==> src/rtl/mips_mc_control.sv <==
// Multicycle MIPS main control FSM: sequences PC, memory, IR, register file and ALU control.
// Optional macro BNE_EN adds bne decode; MEM_LAT sets how long memory reads are held.
module mips_mc_control #(
    parameter int MEM_LAT = 1
) (
    input  logic       clk,
    input  logic       reset,
    input  logic [5:0] opcode,
    input  logic [5:0] funct,
    input  logic       zero,
    output logic [3:0] alu_ctl,
    output logic       alu_src_a,
    output logic [1:0] alu_src_b,
    output logic [1:0] pc_src,
    output logic       pc_en,
    output logic       iord,
    output logic       mem_read,
    output logic       mem_write,
    output logic       ir_write,
    output logic       reg_dst,
    output logic       mem_to_reg,
    output logic       reg_write,
    output logic       illegal,
    output logic [3:0] state
);

    typedef enum logic [3:0] {
        FETCH  = 4'd0,
        DECODE = 4'd1,
        MEMADR = 4'd2,
        MEMRD  = 4'd3,
        MEMWB  = 4'd4,
        MEMWR  = 4'd5,
        EXEC   = 4'd6,
        ALUWB  = 4'd7,
        BRANCH = 4'd8,
        JUMP   = 4'd9,
        ADDIEX = 4'd10,
        ADDIWB = 4'd11
    } state_t;

    localparam logic [5:0] OP_RTYPE = 6'b000000;
    localparam logic [5:0] OP_LW    = 6'b100011;
    localparam logic [5:0] OP_SW    = 6'b101011;
    localparam logic [5:0] OP_BEQ   = 6'b000100;
    localparam logic [5:0] OP_BNE   = 6'b000101;
    localparam logic [5:0] OP_J     = 6'b000010;
    localparam logic [5:0] OP_ADDI  = 6'b001000;

    localparam logic [3:0] ALU_AND = 4'b0000;
    localparam logic [3:0] ALU_OR  = 4'b0001;
    localparam logic [3:0] ALU_ADD = 4'b0010;
    localparam logic [3:0] ALU_SUB = 4'b0110;
    localparam logic [3:0] ALU_SLT = 4'b0111;
    localparam logic [3:0] ALU_NOR = 4'b1100;

    state_t     cur_state;
    state_t     next_state;
    logic [3:0] lat_cnt;
    logic [3:0] lat_cnt_next;
    logic       lat_done;
    logic       is_store;
    logic       r_legal;
    logic [3:0] r_alu;
    logic       branch_take;
    logic       bne_decode;

    assign lat_done = (lat_cnt == 4'(MEM_LAT - 1));
    assign state    = cur_state;

    // is_store remembers lw vs sw so MEMADR does not depend on the opcode bus
    always_ff @(posedge clk) begin
        if (reset) begin
            cur_state <= FETCH;
            lat_cnt   <= '0;
            is_store  <= 1'b0;
        end else begin
            cur_state <= next_state;
            lat_cnt   <= lat_cnt_next;
            if (cur_state == DECODE)
                is_store <= (opcode == OP_SW);
        end
    end

`ifdef BNE_EN
    logic is_bne;

    always_ff @(posedge clk) begin
        if (reset)
            is_bne <= 1'b0;
        else if (cur_state == DECODE)
            is_bne <= (opcode == OP_BNE);
    end

    assign bne_decode  = (opcode == OP_BNE);
    assign branch_take = zero ^ is_bne;
`else
    assign bne_decode  = 1'b0;
    assign branch_take = zero;
`endif

    always_comb begin
        r_legal = 1'b1;
        r_alu   = ALU_ADD;
        case (funct)
            6'b100000: r_alu = ALU_ADD;
            6'b100010: r_alu = ALU_SUB;
            6'b100100: r_alu = ALU_AND;
            6'b100101: r_alu = ALU_OR;
            6'b100111: r_alu = ALU_NOR;
            6'b101010: r_alu = ALU_SLT;
            default:   r_legal = 1'b0;
        endcase
    end

    always_comb begin
        lat_cnt_next = '0;
        if ((cur_state == FETCH || cur_state == MEMRD) && !lat_done)
            lat_cnt_next = lat_cnt + 4'd1;
    end

    always_comb begin
        next_state = cur_state;
        alu_ctl    = ALU_ADD;
        alu_src_a  = 1'b0;
        alu_src_b  = 2'b00;
        pc_src     = 2'b00;
        pc_en      = 1'b0;
        iord       = 1'b0;
        mem_read   = 1'b0;
        mem_write  = 1'b0;
        ir_write   = 1'b0;
        reg_dst    = 1'b0;
        mem_to_reg = 1'b0;
        reg_write  = 1'b0;
        illegal    = 1'b0;

        case (cur_state)
            FETCH: begin
                mem_read  = 1'b1;
                alu_src_b = 2'b01;
                if (lat_done) begin
                    ir_write   = 1'b1;
                    pc_en      = 1'b1;
                    next_state = DECODE;
                end
            end
            DECODE: begin
                alu_src_b = 2'b11;
                case (opcode)
                    OP_RTYPE: begin
                        if (r_legal) begin
                            next_state = EXEC;
                        end else begin
                            illegal    = 1'b1;
                            next_state = FETCH;
                        end
                    end
                    OP_LW, OP_SW: next_state = MEMADR;
                    OP_BEQ:       next_state = BRANCH;
                    OP_J:         next_state = JUMP;
                    OP_ADDI:      next_state = ADDIEX;
                    default: begin
                        if (bne_decode) begin
                            next_state = BRANCH;
                        end else begin
                            illegal    = 1'b1;
                            next_state = FETCH;
                        end
                    end
                endcase
            end
            MEMADR: begin
                alu_src_a  = 1'b1;
                alu_src_b  = 2'b10;
                next_state = is_store ? MEMWR : MEMRD;
            end
            MEMRD: begin
                mem_read = 1'b1;
                iord     = 1'b1;
                if (lat_done)
                    next_state = MEMWB;
            end
            MEMWB: begin
                reg_write  = 1'b1;
                mem_to_reg = 1'b1;
                next_state = FETCH;
            end
            MEMWR: begin
                mem_write  = 1'b1;
                iord       = 1'b1;
                next_state = FETCH;
            end
            EXEC: begin
                alu_src_a  = 1'b1;
                alu_ctl    = r_alu;
                next_state = ALUWB;
            end
            ALUWB: begin
                reg_write  = 1'b1;
                reg_dst    = 1'b1;
                next_state = FETCH;
            end
            BRANCH: begin
                alu_src_a  = 1'b1;
                alu_ctl    = ALU_SUB;
                pc_src     = 2'b01;
                pc_en      = branch_take;
                next_state = FETCH;
            end
            JUMP: begin
                pc_src     = 2'b10;
                pc_en      = 1'b1;
                next_state = FETCH;
            end
            ADDIEX: begin
                alu_src_a  = 1'b1;
                alu_src_b  = 2'b10;
                next_state = ADDIWB;
            end
            ADDIWB: begin
                reg_write  = 1'b1;
                next_state = FETCH;
            end
            default: next_state = FETCH;
        endcase

        // Reset wins over every decoded output so nothing half-finished reaches the datapath
        if (reset) begin
            alu_ctl    = 4'b0000;
            alu_src_a  = 1'b0;
            alu_src_b  = 2'b00;
            pc_src     = 2'b00;
            pc_en      = 1'b0;
            iord       = 1'b0;
            mem_read   = 1'b0;
            mem_write  = 1'b0;
            ir_write   = 1'b0;
            reg_dst    = 1'b0;
            mem_to_reg = 1'b0;
            reg_write  = 1'b0;
            illegal    = 1'b0;
        end
    end

endmodule

==> config.mk <==
export PLATFORM = sky130hd
export DESIGN_NAME = mips_mc_control
export DESIGN_NICKNAME = d
export VERILOG_FILES = /design/src/rtl/mips_mc_control.sv
export SDC_FILE = /design/constraint.sdc
export NUM_CORES = 1
export LEC_CHECK = 0
export ABC_AREA = 1
export BUFFER_PORTS_ARGS = -buffer_cell sky130_fd_sc_hd__buf_2
export CORE_MARGIN = 2
export CORE_UTILIZATION = 46
export CTS_BUF_LIST = sky130_fd_sc_hd__clkbuf_8 sky130_fd_sc_hd__clkbuf_16
export DETAILED_ROUTE_END_ITERATION = 6
export PLACE_DENSITY = 0.76
export SLEW_MARGIN = 20
export SYNTH_ARGS = -nofsm -noshare
export SYNTH_HDL_FRONTEND = slang
export SYNTH_SLANG_ARGS = --single-unit
==> constraint.sdc <==
create_clock -name clk -period 1.88 [get_ports clk]
set_clock_uncertainty 0.2 [all_clocks]
set_input_delay 0.282 -clock clk [delete_from_list [all_inputs] [get_ports clk]]
set_output_delay 0.282 -clock clk [all_outputs]
set_load 0.03 [all_outputs]
==> results.json, run 1 <==
{
  "cpPeakStageDelay_ns": 0.37,
  "ant_nets": 0,
  "status": "finished, violations left",
  "synth_edf_count": 0,
  "path_buf_inv": 3,
  "holdPathStages": 2,
  "diodes": 0,
  "viasPerCell": 5.05,
  "crit_arrival_ns": 1.41,
  "yosysUniqueCellTypes": 26,
  "setup_violations": 2,
  "wl_met3_um": 95,
  "clk_latency_ns": 0.24,
  "max_freq_ghz": 0.529,
  "cts_max_path_buffers": 2,
  "num_vias": 1132,
  "syn_inst": 151,
  "fp.dieH_um": 46.9,
  "yosys_warnings": 0,
  "slew-limit-headroom_pct": 79.3,
  "cts_inserted_buffers": 3,
  "hp-class": "in -> reg",
  "critPathSlowestCell": "dfxtp_4",
  "n_fill_cell": 143,
  "tritoncts": "built",
  "async_reset_ff_share_pct": 0,
  "synth-seq-cells": 9,
  "violations": "negative setup slack",
  "grt_pass1_wl_um": 3410,
  "crit_type": "reg -> out",
  "nNetsFinal": 217,
  "cp_max_fo": 6,
  "timing.critical_path.from": "state[1]$_SDFFE_PP0P_",
  "grt_max_degree": 14,
  "synth_top_area_share_pct": 21.3,
  "die_area_um2": 2200,
  "hold_viol_final": 0,
  "multiInputGateArea_um2": 669,
  "ios": 37,
  "setup_slack_ns": -0.0117,
  "synth_most_common_cell": "nor2_1",
  "clk_pin_slew_ns": 0.05,
  "worstRegToRegCells": 9,
  "cts_sinks": 9,
  "cts_hold_buf": 0,
  "yosys_most_used_dff": "dfxtp_1",
  "powerDensity_nw_per_um2": 422,
  "drcViolationCount": 0,
  "port_buffers": 36,
  "totalWireLength_um": 2550,
  "cp_common_cell": "inv_1",
  "yosysSeqAreaShare_pct": 21.3,
  "wl_met2_um": 1390,
  "register_area_um2": 190,
  "cp.required_ns": 1.40,
  "highest_layer": "met4",
  "routedWlPerCell_um": 11.4,
  "r2r_start": "state[3]$_SDFFE_PP0P_",
  "drv_cap": 0,
  "final.min_clock_period_ns": 1.89,
  "fin_tns_setup_ns": -0.0215,
  "reg2reg_slack_ns": 0.32,
  "synth.avg_cell_area_um2": 5.60,
  "syn-num-nets": 168,
  "syn2layout_area_growth_pct": 60.5,
  "dpl.hpwl_um": 1750,
  "cts_root_buffer": "clkbuf_8",
  "drive_gt1_share_pct": 45.2,
  "min_from": "reset",
  "grt_setup_unrepaired": "yes",
  "drtIter0Drc": 24,
  "grt.overflow.total": 0,
  "yosys-top-cells-count": "nor2_1 (31), inv_1 (30), nand2_1 (29)",
  "num_rows": 15,
  "gp_congestion": 0.857,
  "grt_pass1_vias": 843,
  "fin_crit_sh_pct": 101,
  "p_leak_nw": 0.678,
  "grt_use_total_pct": 21.3,
  "syn-cell-area_um2": 846,
  "post-place-ws_ns": 0.0882,
  "vdd_drop_max_uv": 545,
  "initial_utilization_pct": 49.0,
  "yosysTopAreaCell": "dfxtp_1",
  "whs_endpoint": "state[0]$_SDFFE_PP0P_",
  "drt_first_pass_iters": 4,
  "max_slew.worst_pin.slew_ns": 0.310,
  "antenna_found_initial": 0,
  "report.final.slew_viol_count": 0,
  "wl_met1_um": 1040,
  "die_x_um": 46.9,
  "synth_area_leaders": "dfxtp_1 (21%), nor2_1 (14%), inv_1 (13%), nand2_1 (13%), nand4_1 (4.4%)",
  "cp-start-kind": "flip-flop",
  "end_kind": "output port",
  "h-tree-depth": 1,
  "core_um2": 1730,
  "cp_cell_sequence": "inv_1 > nand2_2 > nor2_4 > inv_1 > a31oi_2 > buf_4",
  "crit_family": "buffers and inverters",
  "timing.rr.end": "state[0]$_SDFFE_PP0P_"
}
-- cell families after synthesis --
kind of cell / count (synthesis) / synth area share (%)
AOI/OAI and AO/OA: 18 / 13.6
xor gates and xnor gates: 2 / 2.07
adders and majority gates: 2 / 2.96
buffers and inverters: 35 / 15.7
DFF: 9 / 21.3
and+or+nand+nor: 85 / 44.4
-- cell type report --
cell class	count	area share [%]
clock buffers	3	3.04
clock inverters	1	0.276
inverters	33	9.49
multi-input cells	107	49.3
flip-flops and latches	9	14.0
well taps	25	2.30
repair buffers	46	21.6
-- worst max-delay path by stage --
stage | slack, ns | depth (start not counted) | end
floorplan | -0.09 | 6 | illegal
global placement | 0.11 | 8 | illegal
finish | -0.01 | 6 | alu_src_a
detailed placement | 0.09 | 8 | illegal
global route | -0.08 | 6 | ir_write
CTS | -0.007 | 6 | alu_src_a
-- what timing repair did --
| item | CTS | global route |
|---|---|---|
| pin swaps | 3 | 8 |
| gates resized for setup | 15 | 33 |
| endpoints found under the setup margin | 10 | 13 |
| buffers inserted | 3 | 5 |
| endpoints found under the hold margin | 0 | 0 |
-- layer usage --
| metal | global-route usage, % | vias up |
|---|---|---|
| li1 | - | 578 |
| met3 | 4.62 | 5 |
| met2 | 36.7 | 26 |
| met4 | 5.00 | 0 |
| met5 | 0 | - |
| met1 | 27.0 | 523 |
-- per-stage QoR --
step                      total power, W  instance area, um^2  hold slack (ns)  cells  utilization (%)
after detailed placement        0.000327                 1120            0.255    212             64.8
final                           0.000572                 1360            0.205    224             78.6
after CTS                       0.000551                 1220            0.194    219             70.4
after global placement          0.000325                 1120            0.247    212             64.8
after floorplan                 0.000283                  901            0.230    151                -
after global routing            0.000599                 1360            0.216    224             78.6
-- layout by cell type (no fill, tap or decap), drive strengths merged, types with 6 or more instances in the layout --
cell type	count
buf	45
dfxtp	9
inv	34
nand2	30
nand3	7
nand4	6
nor2	35
nor3	6
-- flip-flops by register name, indices dropped and copies added (netlist names) --
register  flops
is_store      1
state         4
lat_cnt       4
-- report_power, final --
group | leakage, nW | total, W | switching (W) | internal, W
logic | 0.576 | 0.000158 | 0.0000997 | 0.0000586
clock network | 0.0269 | 0.000217 | 0.0000752 | 0.000142
registers | 0.0752 | 0.000197 | 0.00000424 | 0.000193
Power figures use the tool's default switching activity.
==> run 2, diff against run 1 <==
Clock period 1.88 ns to 1.95 ns, I/O delays scaled along.
==> run 2 against run 1 <==
Compared with the run above:
- the run now ends clean
- first-iteration DRC count down 17%
- worst setup slack gained 0.028 ns
- die area unchanged
- global-route usage fell by 0.062 points
- register-to-register slack better by 0.04 ns
- combinational power is 18% lower
- hold slack got worse by 0.031 ns
- cell count down 3.6%
- sequential cell count did not move
- core utilization decreased by 8.7 points
- sequential share of layout area increased by 1.2 points
- critical endpoint unchanged
==> results.json, run 2 (synthesis gave the netlist of run 1 again) <==
{
  "cp.required_ns": 1.46,
  "cts_root_buffer": "clkbuf_8",
  "cp_cell_sequence": "inv_1 > nand2_2 > nor2_4 > buf_4 > nor2_2 > a31oi_2 > buf_2",
  "max_freq_ghz": 0.517,
  "grt.overflow.total": 0,
  "final_common_cell": "buf_2",
  "dpl.hpwl_um": 1840,
  "timing.critical_path.from": "state[3]$_SDFFE_PP0P_",
  "cts_hold_buf": 0,
  "r2r_start": "state[3]$_SDFFE_PP0P_",
  "crit_family": "buffers and inverters",
  "final_util_pct": 69.9,
  "grt_pass1_vias": 868,
  "port_buffers": 36,
  "grt_use_total_pct": 21.2,
  "drtIter0Drc": 20,
  "p_leak_nw": 0.622,
  "grt_setup_unrepaired": "yes",
  "hold_viol_final": 0,
  "grt_util_met1_pct": 27.6,
  "routedWlPerCell_um": 10.6,
  "powerDensity_nw_per_um2": 437,
  "post-place-cells": 211,
  "cp.depth": 7,
  "cp_max_fo": 4,
  "critPathSlowestCell": "dfxtp_2",
  "final.min_clock_period_ns": 1.93,
  "antenna_found_initial": 0,
  "final_design_area_no_fill_um2": 1210,
  "max_slew.worst_pin.slew_ns": 0.236,
  "cp-start-kind": "flip-flop",
  "fp.dieH_um": 46.9,
  "initial_utilization_pct": 49.0,
  "use_met3_pct": 3.85,
  "clk_pin_slew_ns": 0.05,
  "num_rows": 15,
  "vdd_drop_max_uv": 377,
  "cpPeakStageDelay_ns": 0.36,
  "status": "complete, no violations",
  "drive_gt1_share_pct": 37.7,
  "diodes": 0,
  "reg2reg_slack_ns": 0.36,
  "setup_violations": 0,
  "clk_latency_ns": 0.23,
  "final_cell_mix": "buf_2 (31), inv_1 (30), nor2_1 (26)",
  "hp-class": "in -> reg",
  "ant_nets": 0,
  "fin_crit_sh_pct": 99.2,
  "ios": 37,
  "die_x_um": 46.9,
  "die_area_um2": 2200,
  "crit_type": "reg -> out",
  "timing.rr.end": "state[0]$_SDFFE_PP0P_",
  "worstRegToRegCells": 9,
  "grt_max_degree": 14,
  "end_kind": "output port",
  "viasPerCell": 4.97,
  "crit_end": "alu_src_a",
  "n_fill_cell": 165,
  "report.final.slew_viol_count": 0,
  "power_w": 0.000528,
  "cts_sinks": 9,
  "num_vias": 1073,
  "path_buf_inv": 3,
  "cts_max_path_buffers": 2,
  "core_um2": 1730,
  "tritoncts": "built",
  "slew-limit-headroom_pct": 84.2,
  "syn2layout_area_growth_pct": 42.8,
  "placed_area_um2": 1100,
  "nNetsFinal": 209,
  "drcViolationCount": 0,
  "h-tree-depth": 1,
  "crit_arrival_ns": 1.44,
  "totalWireLength_um": 2300,
  "grt_use_met2_pct": 36.2,
  "drt_first_pass_iters": 4,
  "fin_tns_setup_ns": 0,
  "grt.busiest_layer": "met2",
  "drv_cap": 0,
  "grt_pass1_wl_um": 3450,
  "fin_cells": 216,
  "gp_congestion": 0.868,
  "cts_inserted_buffers": 3
}
run 2: changes by cell type in the layout (fill, tap and decap cells not counted), moves of 2 or more:
cell	previous run	this run
nor2_1	24	26
inv_1	27	30
buf_6	4	0
a21oi_1	1	3
nand2_2	4	6
inv_2	6	3
a21oi_2	3	1
dfxtp_4	2	0
nor2_4	7	4
nand2_4	2	0
buf_2	27	31
buf_4	14	5
run 2: worst min path at each step:
stage	start	end	slack, ns	depth (start not counted)
3_3_place_gp	lat_cnt[0]$_SDFF_PP0_	lat_cnt[0]$_SDFF_PP0_	0.25	1
2_1_floorplan	lat_cnt[0]$_SDFF_PP0_	lat_cnt[0]$_SDFF_PP0_	0.23	1
5_1_grt	reset	state[0]$_SDFFE_PP0P_	0.20	2
6_report	reset	state[0]$_SDFFE_PP0P_	0.17	2
3_5_place_dp	lat_cnt[0]$_SDFF_PP0_	lat_cnt[0]$_SDFF_PP0_	0.28	1
4_1_cts	reset	state[0]$_SDFFE_PP0P_	0.18	2
run 2: layout make-up:
| class | count | area [um^2] | share of cell area (%) |
|---|---|---|---|
| multi-input cells | 107 | 613 | 50.8 |
| repair buffers | 38 | 208 | 17.2 |
| flip-flops and latches | 9 | 184 | 15.2 |
| inverters | 33 | 126 | 10.5 |
| clock buffers | 3 | 41.3 | 3.42 |
| well taps | 25 | 31.3 | 2.59 |
| clock inverters | 1 | 3.75 | 0.311 |
run 2: where the power goes:
group          switching, W  internal, W
Sequential       0.00000322     0.000187
Clock             0.0000713     0.000137
Combinational     0.0000863    0.0000429
Total              0.000161     0.000367
run 2: stage by stage:
| step | hold slack [ns] | setup slack [ns] |
|---|---|---|
| 3_3_place_gp | 0.250 | 0.166 |
| 5_1_grt | 0.201 | -0.0418 |
| 3_5_place_dp | 0.284 | 0.135 |
| 6_report | 0.174 | 0.0163 |
| 2_1_floorplan | 0.230 | -0.0276 |
| 4_1_cts | 0.176 | -0.0134 |
run 2: what timing repair did:
item,in CTS,in global routing
gates resized for setup,7,18
setup buffers,0,1
pin swaps,1,4
endpoints found under the setup margin,6,10
run 2: per-layer routing:
layer | vias to the layer above | wire, um
li1 | 559 | -
met1 | 480 | 952
met2 | 34 | 1230
met3 | 0 | 108
met4 | 0 | 0
met5 | - | 0
==> run 3, diff against run 2 <==
Settings changed: SETUP_SLACK_MARGIN from default to 0.5.
==> run 3 against run 2 <==
Compared with the run above:
- the flow now stops in clock tree synthesis
- synthesized cell count is the same
- synthesized area unchanged
==> results.json, run 3 <==
{
  "status": "stopped before the end",
  "initial_utilization_pct": 49.0,
  "ios": 37,
  "yosysSeqAreaShare_pct": 21.3,
  "yosys-top-cells-count": "nor2_1 (31), inv_1 (30), nand2_1 (29)",
  "cts_sinks": 9,
  "yosysUniqueCellTypes": 26,
  "cts_inserted_buffers": 3,
  "synth_most_common_cell": "nor2_1",
  "synth-seq-cells": 9,
  "cts_max_path_buffers": 2,
  "syn_inst": 151,
  "port_buffers": 36,
  "async_reset_ff_share_pct": 0,
  "cts_resized": 52,
  "synth_top_area_share_pct": 21.3,
  "h-tree-depth": 1,
  "synth.avg_cell_area_um2": 5.60,
  "post-place-ws_ns": 0.0373,
  "syn-cell-area_um2": 846,
  "yosysTopAreaCell": "dfxtp_1",
  "dpl.hpwl_um": 2250,
  "cts_root_buffer": "clkbuf_8",
  "fp.dieH_um": 46.9,
  "synth_edf_count": 0,
  "tool.error": "[ERROR DPL-0038] Utilization greater than 100%, impossible to legalize",
  "synth_area_leaders": "dfxtp_1 (21%), nor2_1 (14%), inv_1 (13%), nand2_1 (13%), nand4_1 (4.4%)",
  "yosys_warnings": 0,
  "post_cts_buffers": 12,
  "cts_hold_buf": 0,
  "lastStage": "clock tree synthesis",
  "yosys_most_used_dff": "dfxtp_1",
  "syn-num-nets": 168,
  "num_rows": 15,
  "gp_congestion": 0.843,
  "die_x_um": 46.9
}
[run 3: cell counts after synthesis]
No cell type changed its count.
[run 3: kinds of logic after synthesis]
family,count (synthesis),synth area share (%)
AND/OR/NAND/NOR,85,44.4
buffers and inverters,35,15.7
AO/OA/AOI/OAI,18,13.6
flip-flops,9,21.3
XOR/XNOR,2,2.07
adder cells (fa/ha/maj),2,2.96
[run 3: metrics by stage]
stage	instance area, um^2	cells	hold slack [ns]
3_3_place_gp	1440	213	0.246
2_1_floorplan	1220	151	0.230
3_5_place_dp	1440	213	0.251
==> run 4, diff against run 3 <==
Settings changed: CORE_AREA from default to 2 2 63 65, CORE_MARGIN 2 to default, CORE_UTILIZATION 46 to default, CTS_BUF_LIST sky130_fd_sc_hd__clkbuf_8 sky130_fd_sc_hd__clkbuf_16 to default, DIE_AREA from default to 0 0 65 67, PLACE_DENSITY 0.76 to default, PLACE_DENSITY_LB_ADDON from default to 0.15, SETUP_SLACK_MARGIN 0.5 to default.
==> run 4 against run 3 <==
Compared with the run above:
- the flow now finishes without violations
==> results.json, run 4 (synthesis gave the netlist of run 1 again) <==
{
  "placed_area_um2": 1120,
  "report.final.slew_viol_count": 0,
  "hold_viol_final": 0,
  "cp-start-kind": "flip-flop",
  "critPathSlowestCell": "dfxtp_2",
  "crit_family": "flip-flops",
  "num_rows": 22,
  "core_um2": 3610,
  "cts_inserted_buffers": 3,
  "cts_root_buffer": "clkbuf_8",
  "grt_max_degree": 13,
  "gp_congestion": 0.816,
  "cp.required_ns": 1.46,
  "path_buf_inv": 3,
  "grt.overflow.total": 0,
  "clk_latency_ns": 0.23,
  "cp_common_cell": "inv_1",
  "grt.busiest_layer": "met2",
  "timing.critical_path.from": "state[1]$_SDFFE_PP0P_",
  "timing.rr.end": "state[0]$_SDFFE_PP0P_",
  "final.min_clock_period_ns": 1.88,
  "grt_pass1_wl_um": 4000,
  "tritoncts": "built",
  "grt_use_total_pct": 11.7,
  "crit_end": "alu_ctl[1]",
  "status": "complete, no violations",
  "port_buffers": 36,
  "num_vias": 1038,
  "cts_sinks": 9,
  "r2r_start": "state[0]$_SDFFE_PP0P_",
  "h-tree-depth": 1,
  "clk_pin_slew_ns": 0.05,
  "diodes": 0,
  "drcViolationCount": 0,
  "worstRegToRegCells": 9,
  "dpl.hpwl_um": 2060,
  "final_design_area_no_fill_um2": 1260,
  "drv_cap": 0,
  "drt_first_pass_iters": 4,
  "fin_tns_setup_ns": 0,
  "totalWireLength_um": 2390,
  "setup_violations": 0,
  "grt_setup_unrepaired": "yes",
  "viasPerCell": 4.34,
  "syn2layout_area_growth_pct": 49.0,
  "routedWlPerCell_um": 10.0,
  "powerDensity_nw_per_um2": 428,
  "crit_arrival_ns": 1.39,
  "final_common_cell": "buf_2",
  "fp.dieH_um": 67,
  "cp_cell_sequence": "nand2_2 > nor2_4 > inv_1 > o31ai_1 > inv_1 > clkbuf_4",
  "drive_gt1_share_pct": 38.2,
  "grt_pass1_vias": 980,
  "vdd_drop_max_uv": 226,
  "p_leak_nw": 0.621,
  "cpPeakStageDelay_ns": 0.40,
  "ios": 37,
  "hp-class": "reg -> reg",
  "cp_max_fo": 6,
  "fin_crit_sh_pct": 96.5,
  "grt_use_met2_pct": 22.2,
  "cts_max_path_buffers": 2,
  "antenna_found_initial": 0,
  "ant_nets": 0,
  "drtIter0Drc": 17,
  "initial_utilization_pct": 23.5,
  "holdWs_ns": 0.271,
  "max_freq_ghz": 0.531,
  "cp.depth": 6,
  "end_kind": "output port",
  "use_met3_pct": 3.04,
  "crit_type": "reg -> out",
  "grt_util_met1_pct": 13.1,
  "die_area_um2": 4360,
  "slew-limit-headroom_pct": 82.6,
  "final_cell_mix": "buf_2 (30), inv_1 (28), nor2_1 (26)",
  "reg2reg_slack_ns": 0.43,
  "max_slew.worst_pin.slew_ns": 0.260,
  "nNetsFinal": 209,
  "die_x_um": 65
}
==> run 4: worst min path at each step <==
stage / start / end / slack (ns) / cells past startpoint
detailed placement: lat_cnt[0]$_SDFF_PP0_ / lat_cnt[0]$_SDFF_PP0_ / 0.26 / 1
floorplan: lat_cnt[0]$_SDFF_PP0_ / lat_cnt[0]$_SDFF_PP0_ / 0.23 / 1
finish: lat_cnt[0]$_SDFF_PP0_ / lat_cnt[0]$_SDFF_PP0_ / 0.27 / 1
global placement: lat_cnt[0]$_SDFF_PP0_ / lat_cnt[0]$_SDFF_PP0_ / 0.25 / 1
CTS: lat_cnt[0]$_SDFF_PP0_ / lat_cnt[0]$_SDFF_PP0_ / 0.27 / 1
global route: lat_cnt[0]$_SDFF_PP0_ / lat_cnt[0]$_SDFF_PP0_ / 0.29 / 1
==> run 4: through the flow <==
| step | power [W] | cells | utilization (%) | setup WS [ns] |
|---|---|---|---|---|
| after floorplan | 0.000272 | 151 | - | -0.0276 |
| after global placement | 0.000311 | 234 | 31.2 | 0.157 |
| after detailed placement | 0.000313 | 234 | 31.2 | 0.134 |
| after CTS | 0.000532 | 238 | 32.7 | -0.0509 |
| after global routing | 0.000566 | 239 | 34.9 | -0.00858 |
| final | 0.000539 | 239 | 34.9 | 0.0682 |
==> run 4: metal layers <==
| metal | part of all wire, % | wire length [um] |
|---|---|---|
| met5 | 0 | 0 |
| met2 | 52 | 1250 |
| met3 | 4.0 | 95 |
| met4 | 0 | 0 |
| met1 | 44 | 1040 |
==> run 4: area by class of cell <==
cell class / count / area, um^2
multi-input combinational: 107 / 631
fill: 416 / 2350
timing repair buffer: 38 / 210
inverter: 33 / 129
tap: 48 / 60.1
sequential: 9 / 185
clock buffer: 4 / 45.0
==> run 4: power by group <==
group | leakage, nW | switching [W] | internal [W]
combinational | 0.524 | 0.0000865 | 0.0000446
clock | 0.0228 | 0.0000752 | 0.000143
sequential | 0.0745 | 0.00000314 | 0.000187
==> run 4: what timing repair did <==
action | in CTS | in global routing
buffers inserted | 0 | 1
endpoints found under the setup margin | 7 | 14
hold buffers | 0 | 0
pin swaps | 0 | 3
resized for setup | 4 | 27
